===== src/rtl/y0_dwa_encoder.sv =====
// y0 sample to unit-element DAC drive with data-weighted averaging, error count and stale flag.
// Define Y0_DWA_ROTATE_EN for DWA rotation; otherwise a static thermometer code is produced.
module y0_dwa_encoder #(
   parameter int Y0_W     = 4,
   parameter int N_EL     = 7,
   parameter int IDLE_MAX = 64,
   parameter int CNT_W    = 8
) (
   input  logic                      clock,
   input  logic                      reset,
   input  logic                      y0_valid_in,
   input  logic [Y0_W-1:0]           y0_data_in,
   output logic                      el_valid_out,
   output logic [N_EL-1:0]           el_data_out,
   output logic [$clog2(N_EL)-1:0]   ptr_out,
   output logic [CNT_W-1:0]          err_cnt_out,
   input  logic                      err_clr_in,
   output logic                      stale_out
);

   localparam int PTR_W  = $clog2(N_EL);
   localparam int K_W    = $clog2(N_EL + 1);
   localparam int SW     = Y0_W + 6;
   localparam int IDLE_W = $clog2(IDLE_MAX + 1);
   localparam logic signed [SW-1:0] NEL_S   = SW'(N_EL);
   localparam logic [CNT_W-1:0]     CNT_MAX = '1;
   localparam logic [IDLE_W-1:0]    IDLE_SAT = IDLE_W'(IDLE_MAX);

   logic signed [SW-1:0] x_ext;
   logic signed [SW-1:0] x_sum;
   logic [K_W-1:0]       k_nxt;
   logic                 ill_nxt;

   logic                 s1_valid;
   logic [K_W-1:0]       s1_k;
   logic [PTR_W-1:0]     ptr_q;
   logic [IDLE_W-1:0]    idle_cnt;
   logic [IDLE_W-1:0]    idle_nxt;

   logic [N_EL-1:0]      therm;
   logic [N_EL-1:0]      el_nxt;
   logic [PTR_W-1:0]     ptr_nxt;

   // level x maps to k = (x + N_EL) / 2 active elements; odd sums floor and are flagged
   always_comb begin
      x_ext   = {{(SW-Y0_W){y0_data_in[Y0_W-1]}}, y0_data_in};
      x_sum   = x_ext + NEL_S;
      k_nxt   = K_W'(x_sum >>> 1);
      ill_nxt = x_sum[0];
      if (x_ext > NEL_S) begin
         k_nxt   = K_W'(N_EL);
         ill_nxt = 1'b1;
      end else if (x_ext < -NEL_S) begin
         k_nxt   = '0;
         ill_nxt = 1'b1;
      end
   end

   always_comb begin
      for (int i = 0; i < N_EL; i++) begin
         therm[i] = (i < int'(s1_k));
      end
   end

`ifdef Y0_DWA_ROTATE_EN
   logic [2*N_EL-1:0]  therm_rot;
   logic [PTR_W+1:0]   ptr_sum;

   // rotate through a double-width vector so wrap-around bits fold back into the low half
   always_comb begin
      therm_rot = {{N_EL{1'b0}}, therm} << ptr_q;
      el_nxt    = therm_rot[N_EL-1:0] | therm_rot[2*N_EL-1:N_EL];
      ptr_sum   = (PTR_W+2)'(ptr_q) + (PTR_W+2)'(s1_k);
      ptr_nxt   = (ptr_sum >= (PTR_W+2)'(N_EL)) ? PTR_W'(ptr_sum - (PTR_W+2)'(N_EL))
                                                : PTR_W'(ptr_sum);
   end
`else
   always_comb begin
      el_nxt  = therm;
      ptr_nxt = '0;
   end
`endif

   always_comb begin
      if (y0_valid_in) begin
         idle_nxt = '0;
      end else if (idle_cnt == IDLE_SAT) begin
         idle_nxt = idle_cnt;
      end else begin
         idle_nxt = idle_cnt + 1'b1;
      end
   end

   always_ff @(posedge clock) begin
      if (reset) begin
         s1_valid     <= 1'b0;
         s1_k         <= '0;
         el_valid_out <= 1'b0;
         el_data_out  <= '0;
         ptr_q        <= '0;
         err_cnt_out  <= '0;
         idle_cnt     <= '0;
         stale_out    <= 1'b0;
      end else begin
         s1_valid <= y0_valid_in;
         if (y0_valid_in) begin
            s1_k <= k_nxt;
         end

         el_valid_out <= s1_valid;
         if (s1_valid) begin
            el_data_out <= el_nxt;
            ptr_q       <= ptr_nxt;
         end

         // clear wins, but an illegal sample arriving with the clear still counts
         if (err_clr_in) begin
            err_cnt_out <= (y0_valid_in && ill_nxt) ? CNT_W'(1) : '0;
         end else if (y0_valid_in && ill_nxt && (err_cnt_out != CNT_MAX)) begin
            err_cnt_out <= err_cnt_out + 1'b1;
         end

         idle_cnt  <= idle_nxt;
         stale_out <= (idle_nxt == IDLE_SAT);
      end
   end

   assign ptr_out = ptr_q;

endmodule


===== config.mk =====
export PLATFORM = sky130hd
export DESIGN_NAME = y0_dwa_encoder
export DESIGN_NICKNAME = d
export VERILOG_FILES = /design/src/rtl/y0_dwa_encoder.sv
export SDC_FILE = /design/constraint.sdc
export NUM_CORES = 1
export LEC_CHECK = 0
export BUFFER_PORTS_ARGS = -buffer_cell sky130_fd_sc_hd__buf_4
export CAP_MARGIN = 20
export CORE_UTILIZATION = 40
export DETAILED_ROUTE_END_ITERATION = 7
export GPL_ROUTABILITY_DRIVEN = 0
export MAX_ROUTING_LAYER = met4
export PLACE_DENSITY_LB_ADDON = 0.2
export SLEW_MARGIN = 0
export SYNTH_ARGS = -nofsm -noshare
export SYNTH_HDL_FRONTEND = slang
export SYNTH_SLANG_ARGS = --single-unit

===== constraint.sdc =====
create_clock -name clock -period 1.7 [get_ports clock]
set_input_delay 0.255 -clock clock [delete_from_list [all_inputs] [get_ports clock]]
set_output_delay 0.255 -clock clock [all_outputs]
set_load 0.01 [all_outputs]

==> impl_metrics.env, run 1 <==
export IMPL_ys_ff_latch=28
export IMPL_cts_sinks=28
export IMPL_design_die_area_sq_mm=0.00353
export IMPL_yosysWarningCount=0
export IMPL_grt_use_total_pct=18.0
export IMPL_synth_area_sq_mm=0.00132
export IMPL_synth_top_area_share_pct=42.5
export IMPL_synth_area_leaders="dfxtp_1, a21oi_1, ha_1"
export IMPL_r2r_start="idle_cnt[1]$_SDFF_PP0_"
export IMPL_grt_pass1_vias=1097
export IMPL_cts_max_level=1
export IMPL_place_ws_ns=0.00400
export IMPL_ant_nets=0
export IMPL_p_per_area_mw_per_mm2=680
export IMPL_antenna_found_initial=0
export IMPL_worstSetupEndpointType="flop"
export IMPL_clockBufferDepth=2
export IMPL_arrival_ns=1.91
export IMPL_dp_cells=221
export IMPL_coreArea_sq_mm=0.00310
export IMPL_setup_ws_ns=0.0493
export IMPL_rr_worst_depth=5
export IMPL_synth_edff_count=0
export IMPL_grt_max_degree=17
export IMPL_netlist_top_cells_count="dfxtp_1, a21oi_1, nor2_1"
export IMPL_slew_viol_final=0
export IMPL_endpoint="stale_out$_SDFF_PP0_"
export IMPL_vias=1158
export IMPL_hold_viol=0
export IMPL_period_needed_ns=1.65
export IMPL_place_hpwl_mm=2.04
export IMPL_worst_hold_slack_ns=0.146
export IMPL_drc=0
export IMPL_n_antenna_cell=0
export IMPL_synthFlopType="dfxtp_1"
export IMPL_yosysSeqAreaShare_pct=42.5
export IMPL_fin_crit_sh_pct=97.1
export IMPL_crit_type="flop to flop"
export IMPL_drv_cap=0
export IMPL_yosys_cell_count_top_type="dfxtp_1"
export IMPL_p_leak_nw=0.689
export IMPL_start_util_pct=42.5
export IMPL_avgRoutedWirePerCell_microns=12.0
export IMPL_fin_skew_ns=0.00212
export IMPL_syn_inst=149
export IMPL_numPortBuffers=24
export IMPL_cp_max_fo=5
export IMPL_grt_first_pass_wirelength_mm=4.74
export IMPL_via_per_inst=5.10
export IMPL_die_w_microns=59.4
export IMPL_grt_overflow=0
export IMPL_layout_drive_gt1_share_pct=30.6
export IMPL_die_h_microns=59.4
export IMPL_ys_types=39
export IMPL_cts_root_buf="clkbuf_4"
export IMPL_hp_class="input pin to flop"
export IMPL_clock_latency_ns=0.32
export IMPL_crit_path_start="idle_cnt[1]$_SDFF_PP0_"
export IMPL_fin_nets=196
export IMPL_rr_endpoint="stale_out$_SDFF_PP0_"
export IMPL_syn2layout_area_growth_pct=28.7
export IMPL_cts_buffers=3
export IMPL_async_flop_share_pct=0
export IMPL_num_rows=20
export IMPL_io_pins=28
export IMPL_drt_iter0_drc=36
export IMPL_first_pass_iters=4
export IMPL_finalSetupViolations=0
export IMPL_yosys_area_top_type="dfxtp_1"
export IMPL_routed_wl_mm=2.72
export IMPL_cts_reportedPaths_clkPinSlew_ns=0.15
export IMPL_syn_avg_cell_area_sq_um=8.85
export IMPL_final_cells=227
export IMPL_rrSetupSlack_ns=0.05
export IMPL_required_ns=1.95
export IMPL_status="finished, final reports clean"
export IMPL_critical_path_startpoint_type="flop"
export IMPL_rsz0062_at_grt="yes"
export IMPL_cts_tree="yes"
export IMPL_ir_drop_v=0.000253
export IMPL_fmax_ghz=0.606
-- power by group --
part | switching [W] | internal (W) | total, W | leakage (nW)
registers | 0.0000202 | 0.000673 | 0.000693 | 0.231
clock network | 0.000195 | 0.000131 | 0.000326 | 0.0210
logic | 0.0000661 | 0.0000696 | 0.000136 | 0.437
total | 0.000281 | 0.000874 | 0.00116 | 0.689
-- registers in the layout, summed over array words and instances, names as in the netlist --
| register | flops |
|---|---|
| el_data_out | 7 |
| stale_out | 1 |
| el_valid_out | 1 |
| s1_k | 3 |
| s1_valid | 1 |
| err_cnt_out | 8 |
| idle_cnt | 7 |
-- worst max-delay path, cell delays in order, from the launching register on --
cell	delay, ns
dfxtp_4	0.39
buf_4	0.13
ha_1	0.18
or4_1	0.39
a211o_1	0.29
a221oi_2	0.20
-- routing by layer --
layer | GRT usage, % | up-vias | share of wire (%)
met5 | - | - | 0
met4 | 5.78 | 0 | 0.66
met3 | 3.06 | 2 | 3.4
met2 | 30.2 | 21 | 48
met1 | 21.8 | 542 | 48
li1 | - | 593 | -
-- through the flow --
stage | cell area [sq um] | utilization (%) | power (W) | TNS (ns)
floorplan | 1330 | - | 0.000786 | 0
global placement | 1600 | 51.6 | 0.000833 | 0
detailed placement | 1600 | 51.6 | 0.000838 | 0
CTS | 1640 | 52.8 | 0.00116 | 0
global route | 1700 | 54.7 | 0.00122 | -0.0118
finish | 1700 | 54.7 | 0.00116 | 0
-- kinds of logic after synthesis --
kind of cell	Yosys count	synth area share [%]
AND/OR/NAND/NOR	53	21.9
AO/OA/AOI/OAI	36	18.6
flip-flops	28	42.5
buffers and inverters	17	5.88
XOR/XNOR	6	3.98
adder cells (fa/ha/maj)	4	3.80
multiplexers	4	3.04
other	1	0.284
-- worst min path at each step --
stage,startpoint,end,cells past startpoint
2_1_floorplan,reset,el_valid_out$_SDFF_PP0_,1
3_3_place_gp,el_data_out[6]$_SDFFE_PP0P_,el_data_out[6]$_SDFFE_PP0P_,2
3_5_place_dp,el_data_out[4]$_SDFFE_PP0P_,el_data_out[4]$_SDFFE_PP0P_,2
4_1_cts,err_clr_in,err_cnt_out[0]$_SDFFE_PP0P_,2
5_1_grt,err_clr_in,err_cnt_out[0]$_SDFFE_PP0P_,2
6_report,err_clr_in,err_cnt_out[0]$_SDFFE_PP0P_,2
-- cell usage in the layout, fill, tap and decap left out, drive strengths merged --
cell type / instances
a211o: 1
a211oi: 5
a21oi: 13
a221oi: 1
a22o: 2
and2: 1
and3: 1
and4: 1
buf: 38
clkbuf: 4
conb: 3
dfxtp: 28
ha: 4
inv: 7
mux2i: 4
nand2: 5
nand2b: 4
nand3: 7
nand3b: 2
nand4: 1
nor2: 11
nor2b: 2
nor3: 7
nor4: 1
o211ai: 2
o21a: 3
o21ai: 6
o21ba: 1
o311ai: 1
o31ai: 1
or2: 2
or3: 5
or4: 3
xnor2: 4
xor2: 2
-- area by class of cell --
class,count,area (sq um)
fill,300,1410
multi-input combinational,106,722
sequential,28,573
timing repair buffer,38,285
tap,44,55.1
clock buffer,4,36.3
inverter,7,26.3
-- what timing repair did --
item                                    4_1_cts  5_1_grt
endpoints found under the setup margin        1        6
hold buffers                                  0        0
setup buffers                                 0        2
gates resized for setup                       2       12
pin swaps                                     0        1
(Power assumes the default switching activity.)
==> run 2: changes to the inputs <==
--- a/config.mk
+++ b/config.mk
@@ -11,7 +11,6 @@
 export DETAILED_ROUTE_END_ITERATION = 7
 export GPL_ROUTABILITY_DRIVEN = 0
 export MAX_ROUTING_LAYER = met4
-export PLACE_DENSITY_LB_ADDON = 0.2
 export SLEW_MARGIN = 0
 export SYNTH_ARGS = -nofsm -noshare
 export SYNTH_HDL_FRONTEND = slang
==> constraint.sdc (replaced) <==
create_clock -name clock -period 1.55 [get_ports clock]
set_input_delay 0.2325 -clock clock [delete_from_list [all_inputs] [get_ports clock]]
set_output_delay 0.2325 -clock clock [all_outputs]
set_load 0.05 [all_outputs]
==> run 2 against run 1 <==
Against the previous run: the run now ends with setup timing left; register-to-register slack worse by 0.17 ns; clock power is 48% higher; clock skew is 0.0078 ns higher; maximum frequency is 1.1% lower; wire length is 3.0% higher; power is 24% higher; non-clock buffer count stayed put; worst setup slack worse by 0.17 ns; cell count is 0.44% higher; first-iteration DRC count stayed put; cell area is 5.6% higher; die area stayed put; largest cell class unchanged.
==> impl_metrics.env, run 2 (synthesized netlist as in run 1, its figures left out) <==
export IMPL_cp_max_fo=7
export IMPL_numPortBuffers=24
export IMPL_n_antenna_cell=0
export IMPL_routed_wl_mm=2.80
export IMPL_multiInputGateArea_sq_um=787
export IMPL_hp_class="input pin to flop"
export IMPL_fin_skew_ns=0.00995
export IMPL_grt_max_degree=17
export IMPL_vias=1162
export IMPL_largest_reg_flops=8
export IMPL_fin_nets=197
export IMPL_status="complete, but fails checks"
export IMPL_rsz0062_at_grt="yes"
export IMPL_antenna_found_initial=0
export IMPL_dp_cells=222
export IMPL_slowest_delay_ns=0.50
export IMPL_num_rows=20
export IMPL_critical_path_startpoint_type="flop"
export IMPL_ant_nets=0
export IMPL_crit_slowest_cell="or4_1"
export IMPL_worstSetupEndpointType="flop"
export IMPL_path_delay_family="simple AND/OR/NAND/NOR gates"
export IMPL_die_w_microns=59.4
export IMPL_top_register="err_cnt_out"
export IMPL_start_util_pct=42.5
export IMPL_io_pins=28
export IMPL_required_ns=1.80
export IMPL_p_leak_nw=0.722
export IMPL_period_needed_ns=1.67
export IMPL_slew_viol_final=0
export IMPL_cts_buffers=3
export IMPL_ctsHoldBuffers=0
export IMPL_cts_tree="yes"
export IMPL_cts_root_buf="clkbuf_4"
export IMPL_design_die_area_sq_mm=0.00353
export IMPL_place_hpwl_mm=2.04
export IMPL_layout_common_cells="buf_4, dfxtp_1, a21oi_1"
export IMPL_drv_cap=0
export IMPL_syn2layout_area_growth_pct=36.0
export IMPL_power_w=0.00144
export IMPL_p_per_area_mw_per_mm2=802
export IMPL_fillers=298
export IMPL_failed_checks="setup timing"
export IMPL_arrival_ns=1.92
export IMPL_grt_pass1_vias=1092
export IMPL_hold_viol=0
export IMPL_grt_use_total_pct=18.3
export IMPL_drc=0
export IMPL_fmax_ghz=0.599
export IMPL_ir_drop_v=0.000280
export IMPL_finalSetupViolations=1
export IMPL_grt_overflow=0
export IMPL_setup_ws_ns=-0.119
export IMPL_worstPathBufferInverterCount=1
export IMPL_final_cells=228
export IMPL_seq_area_sq_um=587
export IMPL_reg_top3="err_cnt_out x8, el_data_out x7, idle_cnt x7"
export IMPL_clockBufferDepth=2
export IMPL_fin_crit_sh_pct=108
export IMPL_crit_chain="inv_2 -> ha_2 -> nand3b_1 -> nor4_4 -> or4_1 -> a221oi_2"
export IMPL_grt_first_pass_wirelength_mm=4.76
export IMPL_avgRoutedWirePerCell_microns=12.3
export IMPL_layout_commonest_cell="buf_4"
export IMPL_first_pass_iters=4
export IMPL_layout_drive_gt1_share_pct=38.0
export IMPL_via_per_inst=5.10
export IMPL_cts_reportedPaths_clkPinSlew_ns=0.16
export IMPL_cts_sinks=28
export IMPL_drt_iter0_drc=36
export IMPL_worst_hold_slack_ns=0.128
export IMPL_utilization_pct=57.8
export IMPL_cts_max_level=1
export IMPL_die_h_microns=59.4
export IMPL_crit_type="flop to flop"
export IMPL_clock_latency_ns=0.33
export IMPL_coreArea_sq_mm=0.00310
==> run 2: cell types whose count changed in the layout (fill, tap and decap cells not counted), sizes merged <==
| cell | before | now |
|---|---|---|
| clkbuf | 4 | 3 |
| bufinv | 0 | 1 |
| o311ai | 1 | 2 |
==> run 2: per-stage QoR <==
stage	area (sq um)	setup WS (ns)	setup TNS, ns
after floorplan	1380	0.00733	0
after global placement	1660	-0.0457	-0.0527
after detailed placement	1660	-0.145	-0.510
after CTS	1750	-0.122	-0.122
after global routing	1790	-0.191	-0.448
final	1790	-0.119	-0.119
==> run 2: layer usage <==
layer / track usage (%) / vias up / share of wire (%)
met4: 8.16 / 0 / 1.0
met2: 29.1 / 21 / 49
met5: - / - / 0
li1: - / 599 / -
met3: 2.84 / 4 / 3.3
met1: 22.8 / 538 / 46
==> run 2: timing repair <==
action / CTS / global route
resized for setup: 8 / 6
buffers inserted: 0 / 1
pin swaps: 1 / 5
setup endpoints to repair: 9 / 12
cloned: 1 / 0
==> run 2: area by class of cell <==
class / instances / share of cell area, %
well taps: 44 / 3.07
flip-flops and latches: 28 / 32.7
repair buffers: 38 / 15.9
multi-input cells: 107 / 43.9
inverters: 7 / 1.47
clock buffers: 3 / 1.26
clock inverters: 1 / 1.67
==> run 2: path summary, 6_finish.rpt <==
| check | start | to | slack [ns] | cells past startpoint |
|---|---|---|---|---|
| setup / recovery | idle_cnt[0]$_SDFF_PP0_ | stale_out$_SDFF_PP0_ | -0.12 | 6 |
| hold / removal | err_clr_in | err_cnt_out[0]$_SDFFE_PP0P_ | 0.13 | 2 |
| setup reg to reg | idle_cnt[0]$_SDFF_PP0_ | stale_out$_SDFF_PP0_ | -0.12 | 6 |
| hold reg to reg | el_data_out[4]$_SDFFE_PP0P_ | el_data_out[4]$_SDFFE_PP0P_ | 0.48 | 2 |
==> run 2: report_power, final <==
| part | total, W | switching [W] | leakage (nW) | internal (W) |
|---|---|---|---|---|
| sequential | 0.000760 | 0.0000238 | 0.235 | 0.000736 |
| clock | 0.000481 | 0.000219 | 0.0279 | 0.000261 |
| combinational | 0.000197 | 0.000118 | 0.459 | 0.0000784 |
==> run 3: changes to the inputs <==
--- a/config.mk
+++ b/config.mk
@@ -5,6 +5,7 @@
 export SDC_FILE = /design/constraint.sdc
 export NUM_CORES = 1
 export LEC_CHECK = 0
+export ABC_AREA = 1
 export BUFFER_PORTS_ARGS = -buffer_cell sky130_fd_sc_hd__buf_4
 export CAP_MARGIN = 20
 export CORE_UTILIZATION = 40
==> run 3 against run 2 <==
Against the previous run: the flow now finishes without violations; first-iteration DRC count fell by 2.8%; die area rose by 1.9%; cell count rose by 9.2%; critical path type unchanged; combinational power fell by 22%; non-clock buffer count fell by 14; sequential power barely moved; highest routed layer unchanged; largest cell class unchanged.
==> impl_metrics.env, run 3 <==
export IMPL_status="finished, final reports clean"
export IMPL_cts_sinks=28
export IMPL_critical_path_startpoint_type="flop"
export IMPL_synth_edff_count=0
export IMPL_ir_drop_v=0.000556
export IMPL_place_area_sq_mm=0.00155
export IMPL_dp_cells=245
export IMPL_antenna_found_initial=0
export IMPL_cp_max_fo=5
export IMPL_hold_viol=0
export IMPL_io_pins=28
export IMPL_final_cell_area_sq_mm=0.00160
export IMPL_syn_avg_cell_area_sq_um=7.43
export IMPL_synthAdderAreaFrac_pct=3.72
export IMPL_synth_compound_area_share_pct=8.84
export IMPL_p_leak_nw=0.722
export IMPL_start_util_pct=43.0
export IMPL_die_h_microns=60.0
export IMPL_wl_met2_mm=1.21
export IMPL_n_antenna_cell=0
export IMPL_place_hpwl_mm=2.06
export IMPL_syn_inst=181
export IMPL_worstSetupEndpointType="flop"
export IMPL_crit_chain="ha_1 -> nand4_1 -> nor2_1 -> xor2_1 -> nand2_1 -> nor2_1"
export IMPL_cp_common_cell="nor2_1"
export IMPL_layout_drive_gt1_share_pct=22.9
export IMPL_ys_types=28
export IMPL_arrival_ns=1.67
export IMPL_synth_area_leaders="dfxtp_1, nand2_1, nor2_1"
export IMPL_numPortBuffers=24
export IMPL_grt_first_pass_wirelength_mm=4.63
export IMPL_grt_pass1_vias=1089
export IMPL_vias=1218
export IMPL_top_register="err_cnt_out"
export IMPL_yosysSeqAreaShare_pct=41.7
export IMPL_rsz0062_at_grt="no"
export IMPL_cts_reportedPaths_clkPinSlew_ns=0.14
export IMPL_routed_wl_mm=2.64
export IMPL_cts_max_level=1
export IMPL_design_die_area_sq_mm=0.00360
export IMPL_ys_ff_latch=28
export IMPL_slowest_delay_ns=0.45
export IMPL_async_flop_share_pct=0
export IMPL_yosys_area_top_type="dfxtp_1"
export IMPL_required_ns=1.82
export IMPL_drv_cap=0
export IMPL_clock_latency_ns=0.32
export IMPL_drt_iter0_drc=35
export IMPL_p_per_area_mw_per_mm2=857
export IMPL_via_per_inst=4.89
export IMPL_first_pass_iters=4
export IMPL_reg_top3="err_cnt_out x8, el_data_out x7, idle_cnt x7"
export IMPL_avgRoutedWirePerCell_microns=10.6
export IMPL_fin_skew_ns=0.00361
export IMPL_yosys_cell_count_top_type="dfxtp_1"
export IMPL_setup_ws_ns=0.149
export IMPL_synthFlopType="dfxtp_1"
export IMPL_synthMuxAreaShare_pct=0
export IMPL_slew_viol_final=0
export IMPL_crit_type="flop to flop"
export IMPL_fin_crit_sh_pct=90.4
export IMPL_cts_buffers=3
export IMPL_synth_top_area_share_pct=41.7
export IMPL_syn2layout_area_growth_pct=19.1
export IMPL_cts_tree="yes"
export IMPL_clockBufferDepth=2
export IMPL_yosysWarningCount=0
export IMPL_crit_slowest_cell="dfxtp_1"
export IMPL_synth_top_family_by_area="simple AND/OR/NAND/NOR gates"
export IMPL_dr_wl_met3_microns=121
export IMPL_top_layer_used="met4"
export IMPL_yosys_area_share_simple_pct=32.2
export IMPL_num_rows=20
export IMPL_netlist_top_cells_count="dfxtp_1, nand2_1, nor2_1"
export IMPL_period_needed_ns=1.40
export IMPL_layout_common_cells="nand2_1, dfxtp_1, nor2_1, buf_4, inv_1"
export IMPL_grt_use_total_pct=17.3
export IMPL_finalSetupViolations=0
export IMPL_synthXorXnorAreaFrac_pct=2.60
export IMPL_wl_met1_mm=1.29
export IMPL_grt_max_degree=21
export IMPL_worst_hold_slack_ns=0.203
export IMPL_fmax_ghz=0.714
export IMPL_fin_nets=218
export IMPL_largest_reg_flops=8
export IMPL_grt_overflow=0
export IMPL_setup_tns_ns=0
export IMPL_drc=0
export IMPL_place_ws_ns=0.145
export IMPL_synth_area_sq_mm=0.00135
export IMPL_die_w_microns=60.0
export IMPL_hp_class="input pin to flop"
export IMPL_final_cells=249
export IMPL_cts_root_buf="clkbuf_4"
export IMPL_coreArea_sq_mm=0.00313
export IMPL_ant_nets=0
## run 3: changes by cell type after synthesis, sizes merged, moves of 5 or more
cell / before / now
inv: 7 / 26
or3: 5 / 0
a211oi: 5 / 0
nand3: 7 / 18
nand4: 1 / 8
nor2: 11 / 28
nand2: 5 / 29
## run 3: layout make-up
| class | instances | area (sq um) |
|---|---|---|
| Timing Repair Buffer | 24 | 180 |
| Sequential cell | 28 | 564 |
| Fill cell | 310 | 1530 |
| Inverter | 27 | 101 |
| Multi-Input combinational cell | 122 | 648 |
| Clock buffer | 3 | 22.5 |
| Clock inverter | 1 | 30.0 |
| Tap cell | 44 | 55.1 |
## run 3: cells by family (layout without fill, tap and decap cells)
family          after synthesis  in the layout
simple gates                 88             88
buf+inv                      33             55
compound gates               23             23
fa+ha+maj                     4              4
flops                        28             28
xor+xnor                      4              4
other cells                   1              3
## run 3: path summary, 6_finish.rpt
path | startpoint | to | slack (ns) | cells after the start
hold / removal | err_clr_in | err_cnt_out[4]$_SDFFE_PP0P_ | 0.20 | 4
setup / recovery | idle_cnt[1]$_SDFF_PP0_ | stale_out$_SDFF_PP0_ | 0.15 | 6
hold reg to reg | el_data_out[3]$_SDFFE_PP0P_ | el_data_out[3]$_SDFFE_PP0P_ | 0.48 | 2
setup reg to reg | idle_cnt[1]$_SDFF_PP0_ | stale_out$_SDFF_PP0_ | 0.15 | 6
## run 3: timing repair
item                                    in CTS  in global routing
buffers inserted                             0                  0
endpoints found under the setup margin       0                  1
resized for setup                            0                  1
hold buffers                                 0                  0
## run 3: stage by stage
stage,power [W],utilization (%)
2_1_floorplan,0.000884,-
3_3_place_gp,0.000924,49.5
3_5_place_dp,0.000927,49.5
4_1_cts,0.00139,51.2
5_1_grt,0.00145,51.2
6_report,0.00137,51.2
## run 3: per-layer routing
layer	vias to the layer above	GRT usage, %
li1	633	-
met5	-	-
met3	2	3.25
met4	0	3.99
met2	30	27.6
met1	553	22.6
## run 3: worst max-delay path, delay by kind of cell (launching register included)
kind                     cells  cell delay [ns]
XOR/XNOR                     1             0.16
adder cells (fa/ha/maj)      1             0.26
flip-flops                   1             0.45
AND/OR/NAND/NOR              4             0.48
## run 3: where the power goes
part           internal, W  switching (W)  total (W)  leakage (nW)
combinational    0.0000492       0.000105   0.000154         0.465
sequential        0.000738      0.0000182   0.000757         0.229
clock             0.000261       0.000200   0.000461        0.0279
